$ cat config.mk
export PLATFORM = sky130hd
export DESIGN_NAME = az_sequencer
export DESIGN_NICKNAME = d
export VERILOG_FILES = /design/src/rtl/az_sequencer.sv
export SDC_FILE = /design/constraint.sdc
export NUM_CORES = 1
export LEC_CHECK = 0
export ABC_AREA = 1
export CAP_MARGIN = 30
export CORE_MARGIN = 4
export CORE_UTILIZATION = 30
export DETAILED_ROUTE_END_ITERATION = 12
export DONT_BUFFER_PORTS = 1
export PLACE_DENSITY = 0.55
export SLEW_MARGIN = 5
export SYNTH_ARGS = -nofsm -noshare
export SYNTH_HDL_FRONTEND = slang
export SYNTH_SLANG_ARGS = --single-unit
$ cat constraint.sdc
create_clock -name clk -period 4.1 [get_ports clk]
set_clock_uncertainty 0.2 [all_clocks]
set_input_delay 0.205 -clock clk [delete_from_list [all_inputs] [get_ports clk]]
set_output_delay 0.205 -clock clk [all_outputs]
set_load 0.005 [all_outputs]
$ cat src/rtl/az_sequencer.sv
// az_sequencer: charge / auto-zero / hold measurement sequencer.
// Walks IDLE -> CHARGE -> AZ -> HOLD -> DONE -> IDLE. Each timed phase lasts
// its latched length in clk cycles, and a length of 0 is treated as 1.
// Every output is registered and reflects the current state with no extra latency.
//
// Optional feature: define AZ_SEQ_REPEAT_EN to add the repeat_seq input.
// When repeat_seq is high in DONE, the sequence restarts in CHARGE using the
// same latched configuration. (`repeat` is a reserved word, so the port is repeat_seq.)
//
// Ports:
//   clk, reset       rising-edge clock; asynchronous active-high reset
//   start            level-sampled start request, taken only in IDLE
//   abort            return to IDLE on the next edge from any state
//   t_charge_n/t_az_n/t_hold_n  phase lengths in cycles (CNT_W bits)
//   hi_sel           himux code for CHARGE: [2:0]=HI1 switch, [5:3]=HI2 switch
//   repeat_seq       (AZ_SEQ_REPEAT_EN only) chain another sequence from DONE
//   mux_hi, mode     registered himux drive and AZ modulator mode
//   busy, done       busy from CHARGE through DONE; one-cycle done pulse
//   phase            state code: 0=IDLE 1=CHARGE 2=AZ 3=HOLD 4=DONE
//   cycle_count      completed sequences, wraps modulo 2^CYC_W
module az_sequencer #(
    parameter int unsigned CNT_W = 24,
    parameter int unsigned CYC_W = 16
) (
    input  logic             clk,
    input  logic             reset,
    input  logic             start,
    input  logic             abort,
`ifdef AZ_SEQ_REPEAT_EN
    input  logic             repeat_seq,
`endif
    input  logic [CNT_W-1:0] t_charge_n,
    input  logic [CNT_W-1:0] t_az_n,
    input  logic [CNT_W-1:0] t_hold_n,
    input  logic [5:0]       hi_sel,
    output logic [5:0]       mux_hi,
    output logic [6:0]       mode,
    output logic             busy,
    output logic             done,
    output logic [2:0]       phase,
    output logic [CYC_W-1:0] cycle_count
);

    localparam logic [2:0] S_IDLE   = 3'd0;
    localparam logic [2:0] S_CHARGE = 3'd1;
    localparam logic [2:0] S_AZ     = 3'd2;
    localparam logic [2:0] S_HOLD   = 3'd3;
    localparam logic [2:0] S_DONE   = 3'd4;

    localparam logic [5:0] MUX_IDLE   = 6'd20;  // HI1=4 NC, HI2=2 NC
    localparam logic [2:0] HI1_OPEN   = 3'd4;
    localparam logic [6:0] MODE_AZ    = 7'd1;
    localparam logic [6:0] MODE_SIGHI = 7'd2;
    localparam logic [6:0] MODE_LO    = 7'd3;

    logic [2:0]       state, state_n;
    logic [CNT_W-1:0] cnt, cnt_n;
    logic [CNT_W-1:0] lat_tc, lat_tc_n, lat_ta, lat_ta_n, lat_th, lat_th_n;
    logic [5:0]       lat_hi, lat_hi_n;
    logic [CYC_W-1:0] cyc_n;
    logic [5:0]       mux_hi_n;
    logic [6:0]       mode_n;
    logic             busy_n, done_n;

    // Cycles remaining after the current one; a zero length behaves as one.
    function automatic logic [CNT_W-1:0] len_m1(input logic [CNT_W-1:0] n);
        return (n == '0) ? '0 : n - CNT_W'(1);
    endfunction

    // Next state, counter, latched configuration and next outputs.
    always_comb begin
        state_n  = state;
        cnt_n    = cnt;
        lat_tc_n = lat_tc;
        lat_ta_n = lat_ta;
        lat_th_n = lat_th;
        lat_hi_n = lat_hi;
        cyc_n    = cycle_count;
        mux_hi_n = MUX_IDLE;
        mode_n   = MODE_LO;
        busy_n   = 1'b0;
        done_n   = 1'b0;

        case (state)
            S_IDLE: begin
                if (start) begin
                    state_n  = S_CHARGE;
                    lat_tc_n = t_charge_n;
                    lat_ta_n = t_az_n;
                    lat_th_n = t_hold_n;
                    lat_hi_n = hi_sel;
                    cnt_n    = len_m1(t_charge_n);
                end
            end
            S_CHARGE: begin
                if (cnt == '0) begin
                    state_n = S_AZ;
                    cnt_n   = len_m1(lat_ta);
                end else begin
                    cnt_n = cnt - CNT_W'(1);
                end
            end
            S_AZ: begin
                if (cnt == '0) begin
                    state_n = S_HOLD;
                    cnt_n   = len_m1(lat_th);
                end else begin
                    cnt_n = cnt - CNT_W'(1);
                end
            end
            S_HOLD: begin
                if (cnt == '0) begin
                    state_n = S_DONE;
                    cyc_n   = cycle_count + CYC_W'(1);
                end else begin
                    cnt_n = cnt - CNT_W'(1);
                end
            end
            S_DONE: begin
`ifdef AZ_SEQ_REPEAT_EN
                if (repeat_seq) begin
                    state_n = S_CHARGE;
                    cnt_n   = len_m1(lat_tc);
                end else begin
                    state_n = S_IDLE;
                end
`else
                state_n = S_IDLE;
`endif
            end
            default: state_n = S_IDLE;
        endcase

        // Abort wins over everything, including start in IDLE and the count bump.
        if (abort) begin
            state_n  = S_IDLE;
            cnt_n    = '0;
            lat_tc_n = lat_tc;
            lat_ta_n = lat_ta;
            lat_th_n = lat_th;
            lat_hi_n = lat_hi;
            cyc_n    = cycle_count;
        end

        // Decode the outputs from the next state so they register with it.
        case (state_n)
            S_CHARGE: begin
                mux_hi_n = lat_hi_n;
                mode_n   = MODE_SIGHI;
            end
            S_AZ: begin
                mux_hi_n = {lat_hi_n[5:3], HI1_OPEN};
                mode_n   = MODE_AZ;
            end
            S_HOLD, S_DONE: begin
                mux_hi_n = {lat_hi_n[5:3], HI1_OPEN};
                mode_n   = MODE_SIGHI;
            end
            default: begin
                mux_hi_n = MUX_IDLE;
                mode_n   = MODE_LO;
            end
        endcase
        busy_n = (state_n != S_IDLE);
        done_n = (state_n == S_DONE);
    end

    // State and output registers.
    always_ff @(posedge clk or posedge reset) begin
        if (reset) begin
            state       <= S_IDLE;
            cnt         <= '0;
            lat_tc      <= '0;
            lat_ta      <= '0;
            lat_th      <= '0;
            lat_hi      <= '0;
            cycle_count <= '0;
            mux_hi      <= MUX_IDLE;
            mode        <= MODE_LO;
            busy        <= 1'b0;
            done        <= 1'b0;
        end else begin
            state       <= state_n;
            cnt         <= cnt_n;
            lat_tc      <= lat_tc_n;
            lat_ta      <= lat_ta_n;
            lat_th      <= lat_th_n;
            lat_hi      <= lat_hi_n;
            cycle_count <= cyc_n;
            mux_hi      <= mux_hi_n;
            mode        <= mode_n;
            busy        <= busy_n;
            done        <= done_n;
        end
    end

    assign phase = state;

endmodule

==> reports/qor.yml <==
clock_path_buffers: 2
crit_end: "mux_hi[3]"
area_growth_syn_to_layout_pct: 16.0
die_area_sq_um: 27800
grt_pass1_vias: 6931
r2r-end: "mux_hi[3]"
cp_data_required_time_ns: 4.16
timing.fmax_mhz: 330
first_pass_iters: 5
ctsHoldBuffers: 63
critPathLaunch: "cnt[0]"
drive_gt1_frac: 0.0515
avgViaCountPerCell: 4.77
netlist_area_sq_um: 7570
final_util: 0.357
period_share: 0.740
cts.sinks: 107
cts_tree: "done"
grt_max_degree: 54
yosysWarnings: 0
insertion_delay_ns: 0.36
hpwl_mm: 16.9
yosysSeqAreaShare: 0.354
grt_usage: 0.158
fin_crit_ns: 3.03
wl_per_cell_um: 14.5
status: "finished clean"
ios: 116
yosysTopAreaCell: "dfrtp_1"
hold_ws_ns: 0.0265
io_buffers: 0
total_power_w: 0.00293
synth.distinct_cells: 37
drv_slew: 0
synth_seq_cells: 107
num_rows: 57
routed_wl_mm: 22.2
place_congestion: 0.873
reg2reg_depth: 11
finalWorstSetupSlack_ns: 1.07
initial_core_util: 0.308
maxCapViolCount: 0
start_kind: "flop"
reg2reg_slack_ns: 1.07
drtAntennaViolNets: 0
die_y_um: 167
ir_worst_vdd_v: 0.000197
slew_headroom: 0.503
final_nets: 1290
worst_pin_slew_ns: 0.743
min_path_type: "in2reg"
synthTopCellsByArea: "dfrtp_1 34%, nand2_1 16%, nor2_1 11%"
worstPathArrival_ns: 3.10
syn_avg_cell_area_sq_um: 6.59
path_max_fanout: 28
rsz0062_at_grt: "false"
path_clk_slew_ns: 0.09
clockRootBuffer: "clkbuf_16"
crit_type: "reg2reg"
grt.overflow.total: 0
dr.first_iter.drc_count: 591
pre_cts_slack_ns: 1.04
core_area_sq_um: 24600
hold_violations: 0
cts_inserted_buffers: 9
antenna_found_initial: 0
finalSetupTns_ns: 0
drc: 0
setup_viol: 0
die-width_um: 167
via_count: 7295
crit_path_end_kind: "flop"
cellPowerDensity_nw_per_um2: 334
cts_resized: 0
final_common_cell: "nand2_1"
grt_pass1_wl_mm: 36.3
postCtsSetupBuffers: 0
synth_cells: 1149
synthDominantCellAreaShare: 0.340
n_antenna_cell: 0
h-tree-depth: 3
p_leak_nw: 4.21
mostFrequentLayoutCells: "314 x nand2_1, 217 x nor2_1, 129 x inv_1"
r2r-start: "cnt[0]"
==> metrics by stage <==
step / area (sq um) / cells
2_1_floorplan: 7590 / 1153
3_3_place_gp: 7860 / 1450
3_5_place_dp: 7860 / 1450
4_1_cts: 8780 / 1529
5_1_grt: 8780 / 1529
6_report: 8780 / 1529
==> sequential cells by signal, indices dropped and copies added (netlist names) <==
register     count
phase            3
lat_hi           6
lat_th          24
cnt             24
mux_hi           6
cycle_count     16
busy             1
lat_ta          24
done             1
mode             2
==> layout make-up <==
| class | instances | area, sq um |
|---|---|---|
| Fill cell | 2675 | 15800 |
| Timing Repair Buffer | 68 | 668 |
| Tap cell | 324 | 405 |
| Sequential cell | 107 | 2680 |
| Clock buffer | 9 | 225 |
| Clock inverter | 7 | 65.1 |
| Multi-Input combinational cell | 879 | 4230 |
| Inverter | 135 | 509 |
==> Yosys cell counts (all sizes together) <==
cell type	instances
a21o	1
a21oi	71
a31oi	3
and3	2
buf	17
clkbuf	15
clkinv	1
conb	1
dfrtp	103
dfstp	4
ha	8
inv	134
mux2	11
nand2	320
nand3	102
nand3b	5
nand4	19
nor2	228
nor3	9
nor4	1
o211ai	2
o21a	1
o21ai	28
o21bai	3
or2	2
xnor2	8
xor2	50
==> worst min path at each step <==
stage | startpoint | end | cells past startpoint
final | t_charge_n[8] | cnt[8] | 5
after global routing | t_charge_n[16] | cnt[16] | 5
after CTS | t_charge_n[8] | cnt[8] | 5
after detailed placement | reset | cycle_count[9] | 1
after global placement | reset | cycle_count[9] | 1
after floorplan | t_az_n[10] | lat_ta[10] | 1
==> layer usage <==
metal,routed length [um],track usage,up-vias
met1,10800,0.231,3362
li1,-,-,3699
met4,395,0.0402,0
met5,0,0,-
met2,9600,0.242,212
met3,1350,0.0284,22
==> critical path, stage by stage (launching register included) <==
cell and delay [ns]:
dfrtp_1 0.39, inv_1 0.12, ha_1 0.30, nand2_2 0.12, nor2_4 0.17, nand2_4 0.10
nor2_8 0.33, nand2_2 0.28, nand3_2 0.49, nand2_1 0.26, nand2_1 0.13, inv_1 0.04
==> cell families after synthesis <==
| group | synth area share |
|---|---|
| xor+xnor | 0.0671 |
| flops | 0.354 |
| fa+ha+maj | 0.0132 |
| compound gates | 0.0749 |
| buf+inv | 0.0911 |
| other cells | 0.000495 |
| simple gates | 0.383 |
| mux | 0.0164 |
==> where the power goes <==
| part | switching (W) | internal [W] | total [W] |
|---|---|---|---|
| logic | 0.000451 | 0.000269 | 0.000720 |
| clock network | 0.000446 | 0.000430 | 0.000876 |
| registers | 0.000142 | 0.00119 | 0.00133 |
| total | 0.00104 | 0.00189 | 0.00293 |
Note: power is estimated with default switching activity, not from simulation.
